### src/rtl/time_counter_if.sv
// Signal bundle between the time-of-day core and its user (display/set logic).
interface time_counter_if;
  logic       set_en;
  logic       btn_min;
  logic       btn_hour;
  logic [5:0] sec;
  logic [5:0] min;
  logic [5:0] hour;
  logic       sec_pulse;
  logic       day_pulse;

  modport master (
    output set_en, btn_min, btn_hour,
    input  sec, min, hour, sec_pulse, day_pulse
  );

  modport slave (
    input  set_en, btn_min, btn_hour,
    output sec, min, hour, sec_pulse, day_pulse
  );
endinterface

### src/rtl/time_counter.sv
// Time-of-day core: 1 Hz prescaler, sec/min/hour binary fields and
// set-mode increment buttons. All outputs come straight from registers.
module time_counter #(
  parameter int TICK_DIV = 50_000_000
) (
  input  logic          clk,
  input  logic          rst_n,
  time_counter_if.slave bus
);

  localparam int CW = (TICK_DIV > 1) ? $clog2(TICK_DIV) : 1;
  localparam logic [CW-1:0] TC = CW'(TICK_DIV - 1);

  logic [CW-1:0] count;
  logic          tick;
  logic          btn_min_q;
  logic          btn_hour_q;
  logic          min_edge;
  logic          hour_edge;
  logic          sec_wrap;
  logic          min_wrap;
  logic          hour_wrap;
  logic [5:0]    sec_q;
  logic [5:0]    min_q;
  logic [5:0]    hour_q;
  logic          sec_pulse_q;
  logic          day_pulse_q;

  // tick only matters in run mode; set mode holds the prescaler at 0
  assign tick      = (count == TC);
  assign min_edge  = bus.btn_min  & ~btn_min_q;
  assign hour_edge = bus.btn_hour & ~btn_hour_q;
  assign sec_wrap  = (sec_q  == 6'd59);
  assign min_wrap  = (min_q  == 6'd59);
  assign hour_wrap = (hour_q == 6'd23);

  // prescaler: counts 0..TICK_DIV-1 in run mode, restarts from 0 out of set mode
  always_ff @(posedge clk) begin
    if (!rst_n) begin
      count <= '0;
    end else if (bus.set_en || tick) begin
      count <= '0;
    end else begin
      count <= count + 1'b1;
    end
  end

  // button history; reset to 1 so a button held through reset gives no edge
  always_ff @(posedge clk) begin
    if (!rst_n) begin
      btn_min_q  <= 1'b1;
      btn_hour_q <= 1'b1;
    end else begin
      btn_min_q  <= bus.btn_min;
      btn_hour_q <= bus.btn_hour;
    end
  end

  // time fields: button increments in set mode, carry chain on tick in run mode
  always_ff @(posedge clk) begin
    if (!rst_n) begin
      sec_q  <= '0;
      min_q  <= '0;
      hour_q <= '0;
    end else if (bus.set_en) begin
      sec_q <= '0;
      if (min_edge) begin
        min_q <= min_wrap ? 6'd0 : min_q + 6'd1;
      end
      if (hour_edge) begin
        hour_q <= hour_wrap ? 6'd0 : hour_q + 6'd1;
      end
    end else if (tick) begin
      sec_q <= sec_wrap ? 6'd0 : sec_q + 6'd1;
      if (sec_wrap) begin
        min_q <= min_wrap ? 6'd0 : min_q + 6'd1;
        if (min_wrap) begin
          hour_q <= hour_wrap ? 6'd0 : hour_q + 6'd1;
        end
      end
    end
  end

  // strobes registered alongside the field update they announce
  always_ff @(posedge clk) begin
    if (!rst_n) begin
      sec_pulse_q <= 1'b0;
      day_pulse_q <= 1'b0;
    end else begin
      sec_pulse_q <= ~bus.set_en & tick;
      day_pulse_q <= ~bus.set_en & tick & sec_wrap & min_wrap & hour_wrap;
    end
  end

  assign bus.sec       = sec_q;
  assign bus.min       = min_q;
  assign bus.hour      = hour_q;
  assign bus.sec_pulse = sec_pulse_q;
  assign bus.day_pulse = day_pulse_q;

endmodule

### src/flat_wrapper.sv
// flat-port wrapper written by rule: the top's interface ports become plain ports
module time_counter_flat 
#(
  parameter int TICK_DIV = 50_000_000
)
  (clk, rst_n, bus_set_en, bus_btn_min, bus_btn_hour, bus_sec, bus_min, bus_hour, bus_sec_pulse, bus_day_pulse);
  time_counter_if bus_i ();
  input  logic clk;
  input  logic rst_n;
  input wire logic [$bits(bus_i.set_en)-1:0] bus_set_en;
  input wire logic [$bits(bus_i.btn_min)-1:0] bus_btn_min;
  input wire logic [$bits(bus_i.btn_hour)-1:0] bus_btn_hour;
  output wire logic [$bits(bus_i.sec)-1:0] bus_sec;
  output wire logic [$bits(bus_i.min)-1:0] bus_min;
  output wire logic [$bits(bus_i.hour)-1:0] bus_hour;
  output wire logic [$bits(bus_i.sec_pulse)-1:0] bus_sec_pulse;
  output wire logic [$bits(bus_i.day_pulse)-1:0] bus_day_pulse;
  assign bus_i.set_en = bus_set_en;
  assign bus_i.btn_min = bus_btn_min;
  assign bus_i.btn_hour = bus_btn_hour;
  assign bus_sec = bus_i.sec;
  assign bus_min = bus_i.min;
  assign bus_hour = bus_i.hour;
  assign bus_sec_pulse = bus_i.sec_pulse;
  assign bus_day_pulse = bus_i.day_pulse;
  time_counter #(.TICK_DIV(TICK_DIV)) u_core (.clk(clk), .rst_n(rst_n), .bus(bus_i));
endmodule
### config.mk
export PLATFORM = sky130hd
export DESIGN_NAME = time_counter_flat
export DESIGN_NICKNAME = d
export VERILOG_FILES = /design/src/rtl/time_counter_if.sv /design/src/rtl/time_counter.sv /design/src/flat_wrapper.sv
export SDC_FILE = /design/constraint.sdc
export NUM_CORES = 1
export LEC_CHECK = 0
export CAP_MARGIN = 20
export CORE_ASPECT_RATIO = 1.1
export CORE_MARGIN = 2
export CORE_UTILIZATION = 40
export DETAILED_ROUTE_END_ITERATION = 7
export PLACE_DENSITY_LB_ADDON = 0.08
export SLEW_MARGIN = 15
export SYNTH_ARGS = -nofsm -noshare
export SYNTH_HDL_FRONTEND = slang
export SYNTH_SLANG_ARGS = --single-unit
### constraint.sdc
create_clock -name clk -period 4.3 [get_ports clk]
set_clock_uncertainty 0.15 [all_clocks]
set_input_delay 0.43 -clock clk [delete_from_list [all_inputs] [get_ports clk]]
set_output_delay 0.43 -clock clk [all_outputs]
set_load 0.02 [all_outputs]
; ---- Yosys cells after proc, flatten, opt, wreduce, memory -nomap -nowiden
; Cells that the tools add are included.
[totals]
regBits = 48
in_bits = 5
wordCells = 48
[classes]
n_addsub = 4
eq_ne = 6
n_mux = 12
n_bitwise = 10
n_reduce_logical = 8
[op_table]
columns = cell, n
row1 = 6-bit two-way mux, 12
row2 = 26-bit by 1-bit adder with 26-bit output (second input constant), 1
row3 = 26-bit == test (second input constant), 1
row4 = 6-bit by 1-bit adder with 6-bit output (second input constant), 3
row5 = 6-bit == test (second input constant), 2
row6 = 1-bit bitwise AND, 6
row7 = 6-bit by 5-bit == test with 1-bit output (second input constant), 1
row8 = 2-bit nonzero test, 3
row9 = 2-bit by 1-bit != test with 1-bit output (second input constant), 2
row10 = 1-bit inverter, 4
row11 = 4-bit AND reduction, 1
row12 = 2-bit OR reduction, 2
row13 = 3-bit AND reduction, 1
row14 = 1-bit logical OR, 1

; ---- Logic depth before layout (Yosys ltp)
[depth]
word_depth = 6
mapped_depth = 7

; ---- Worst setup path before layout
; Ideal clock, no wire load.
[synth_path]
path_kind = reg2reg
start = reg u_core.count[0]
end = reg u_core.sec_q[4] (netlist: u_core.bus.sec[4])
setup_time_ns = 0.071
arrival_time_ns = 1.777
slack_ns = 2.302
path_stages_with_launch = 7
n_path_buf = 0
period_less_slack_ns = 1.998
cell_sequence = dfxtp_1 ha_1 nand2_1 nor4_4 nand2_4 or4_1 a21oi_1
[synth_between]
elab_chain_cells = 1
[synth_lines]
columns = element, line_no
row1 = from (decl), time_counter.sv:14  ; logic [CW-1:0] count;
row2 = from (signal assigned), time_counter.sv:44  ; count <= count + 1'b1;
row3 = 26-bit == test, time_counter.sv:30  ; assign tick = (count == TC);
row4 = to (signal assigned), time_counter.sv:74  ; sec_q <= sec_wrap ? 6'd0 : sec_q + 6'd1;
row5 = to (decl), time_counter.sv:23  ; logic [5:0] sec_q;
; Every way passes these cells.
; A chain may end at the register's enable or synchronous reset.

; ---- Worst setup path in the final report
[layout_path]
start = reg u_core.count[0]
end = reg u_core.count[21]
[layout_between]
elab_chain_cells = 3
[layout_lines]
columns = element
row1 = "parallel branches: the longest is 3 deep, another holds 26-bit by 1-bit adder with 26-bit output"
; Parallel ways; which one is timed is not known.

==> qor.yml <==
min_path:
  holdCritStartpoint: "u_core.count[0]$_SDFF_PP0_"
  min_path_cells: 1
  hold_end: "u_core.count[0]$_SDFF_PP0_"
  hp-class: "flop to flop"
clock_tree:
  numCtsBuffers: 5
  holdBufCountCts: 0
  clk_pin_slew_ps: 80
  cts_resized: 0
  cts_root_buf: "clkbuf_8"
  post_cts_buffers: 0
  insertion_delay_ps: 300
  clock_sinks: 48
  cts_tree: "built"
  ctsLongestPathBuffers: 2
  h-tree-depth: 2
power:
  p_comb_frac: 0.032
  leakagePower_uw: 0.000863
  p_int_uw: 567
  sw_frac_of_total: 0.224
  pwr-share-clk: 0.353
  power_uw: 730
  p_per_area_nw_per_um2: 267
  ir_drop_mv: 0.126
  power_switching_uw: 163
  power_frac_seq: 0.615
status:
  status: "complete, no violations"
sta:
  whs_ps: 346
  hold_viol: 0
  worstMarginPinSlew_ps: 840
  relSlewSlack: 0.439
  grt_setup_unrepaired: "false"
  final_max_slew_viol_count: 0
  setup_tns_ps: 0
  timing.final.crit_share: 0.559
  fmax_mhz: 416
  setup_viol: 0
  period_needed_ps: 2400
grt:
  grt_usage: 0.161
  grt-ovfl-total: 0
  antenna_found_initial: 0
  grt_pass1_wl_um: 8480
  grt_pass1_vias: 1761
  grt_max_degree: 26
drt:
  dr.pass1.iters: 4
  wirelength_um: 5000
  drt_iter0_markers: 81
  drc_errors: 0
  wl_per_cell_um: 13.4
  dr_total_vias: 1958
  ant_nets: 0
  viasPerCell: 5.25
floorplan:
  io_pins: 25
  fp.coreArea_sq_um: 5730
  dieWidth_um: 77
  rows: 29
  die_area_sq_um: 6490
  start_util: 0.409
  dieHeight_um: 84.3
critical_path:
  cp_slowest_cell: "nand2_1"
  r2r_end: "u_core.count[21]$_SDFF_PP0_"
  r2r_start: "u_core.count[0]$_SDFF_PP0_"
  path_max_fanout: 25
  cp-start-kind: "flop"
  cp-end-kind: "flop"
  crit_top_cell: "nand2_1"
  critical_path.top_delay_family: "simple AND/OR/NAND/NOR gates"
  reg2reg_depth: 6
  critPathRequiredTime_ps: 4310
  arrival_ps: 2410
  path_class: "flop to flop"
  cp_slowest_stage_delay_ps: 650
  crit_chain: "ha_1, nand2_1, nor4_4, nand2_4, nand2_1, nor2_1"
  worst-r2r-setup-slack_ps: 1900
  path_buf_inv: 0
final_layout:
  multiInputGateArea_sq_um: 1330
  seq_area_sq_um: 961
  layout-drive-gt1-share: 0.0743
  syn2layout_area_growth_pct: 16.8
  n_antenna_cell: 0
  final_cells: 373
  postLayoutCellArea_sq_um: 2740
  final_net_count: 305
  fill_cells: 601
synth:
  ys_seq_elements: 48
  synth_edf_count: 0
  ys.flop_type: "dfxtp_1"
  synth.distinct_cells: 48
  async_flop_share: 0
  syn-mean-instance-area_sq_um: 8.68
  seq_area_frac_synth: 0.410
  ys_warn_count: 0
  synthesis.nets: 279
  syn-cell-area_sq_um: 2340
  synth_cells: 270
placed_design:
  gp_congestion: 0.845
  port_buffers: 24
  place_area_sq_um: 2660
  place.detailed.hpwl_um: 3600
  placed_cells: 366
run:
  cap_violations: 0
[worst max-delay path by stage]
stage,slack (ps),cells after the start,end,from
final,1900,6,u_core.count[21]$_SDFF_PP0_,u_core.count[0]$_SDFF_PP0_
after detailed placement,1730,6,u_core.count[4]$_SDFF_PP0_,rst_n
after global routing,1620,6,u_core.count[16]$_SDFF_PP0_,u_core.count[0]$_SDFF_PP0_
after floorplan,2300,6,u_core.bus.sec[4]$_SDFFE_PP0N_,u_core.count[0]$_SDFF_PP0_
after global placement,1770,6,u_core.count[7]$_SDFF_PP0_,rst_n
after CTS,1840,6,u_core.count[25]$_SDFF_PP0_,u_core.count[0]$_SDFF_PP0_
[layout make-up]
class | instances | area share
Timing Repair Buffer | 25 | 0.0905
Clock inverter | 1 | 0.00183
Multi-Input combinational cell | 209 | 0.486
Tap cell | 77 | 0.0352
Inverter | 7 | 0.00959
Sequential cell | 48 | 0.351
Clock buffer | 6 | 0.0265
[flip-flops by register name (all words and copies together) (netlist names)]
| register | cells |
|---|---|
| u_core.bus.sec_pulse | 1 |
| u_core.bus.min | 6 |
| u_core.btn_min_q | 1 |
| u_core.btn_hour_q | 1 |
| u_core.bus.sec | 6 |
| u_core.count | 26 |
| u_core.bus.day_pulse | 1 |
| u_core.bus.hour | 6 |
[cells in the mapped netlist, types with 6 or more instances]
| master | n | area (sq um) |
|---|---|---|
| dfxtp_1 | 48 | 961 |
| xor2_1 | 9 | 78.8 |
| nor3_1 | 8 | 40.0 |
| xnor2_1 | 17 | 149 |
| nand4_1 | 9 | 56.3 |
| nand2_1 | 21 | 78.8 |
| a21oi_1 | 13 | 65.1 |
| and3_1 | 7 | 43.8 |
| o21ai_0 | 9 | 45.0 |
| nand2b_1 | 7 | 43.8 |
| nor2_1 | 40 | 150 |
| nand3_1 | 19 | 95.1 |
| inv_1 | 6 | 22.5 |
[placed cells by master (no fill, tap or decap), types with 2 or more instances in the layout]
cell | Yosys | final
xnor2_1 | 17 | 17
nand3b_1 | 2 | 2
nand4b_1 | 3 | 3
nor2_1 | 40 | 40
and4_1 | 2 | 2
and3_1 | 7 | 7
or2_2 | 2 | 2
ha_1 | 4 | 4
dfxtp_1 | 48 | 48
nor4_2 | 3 | 3
or3_1 | 2 | 2
xor2_1 | 9 | 9
a21boi_1 | 2 | 2
a21oi_1 | 13 | 13
mux2i_1 | 4 | 4
nand2_1 | 21 | 21
o21ai_0 | 9 | 9
nor4_1 | 3 | 3
clkbuf_8 | 0 | 5
nand3_2 | 2 | 2
clkdlybuf4s50_1 | 0 | 24
inv_1 | 6 | 6
nand3_1 | 19 | 19
nand4_1 | 9 | 9
nand2b_1 | 7 | 7
nor3_1 | 8 | 8
or4_1 | 2 | 2
[per-layer routing]
layer / global-route usage / wire length [um] / vias up / share of wire
li1: - / - / 1004 / -
met5: 0 / 0 / - / 0
met2: 0.265 / 2340 / 23 / 0.47
met3: 0.0323 / 128 / 7 / 0.026
met4: 0.0584 / 78 / 0 / 0.016
met1: 0.209 / 2460 / 924 / 0.49
[power by group through the flow]
stage	Sequential (uW)	Clock (uW)	Combinational, uW
floorplan	460	0	12.5
global placement	459	0	23.7
detailed placement	460	0	23.7
CTS	449	271	23.8
global route	450	289	26.1
finish	449	258	23.3
[cell families (layout without fill, tap and decap cells)]
logic type               count (synthesis)  in the layout  synth area share
adder cells (fa/ha/maj)                  4              4            0.0213
AO/OA/AOI/OAI                           34             34            0.0881
AND/OR/NAND/NOR                        141            141             0.344
flip-flops                              48             48             0.410
XOR/XNOR                                26             26            0.0971
buffers and inverters                   13             39            0.0229
multiplexers                             4              4            0.0171
[per-stage QoR]
step,worst slack (ps),utilization
2_1_floorplan,2300,-
3_3_place_gp,1770,0.464
3_5_place_dp,1730,0.464
4_1_cts,1840,0.478
5_1_grt,1620,0.478
6_report,1900,0.478
No activity file was read; power rests on OpenSTA's default activity.
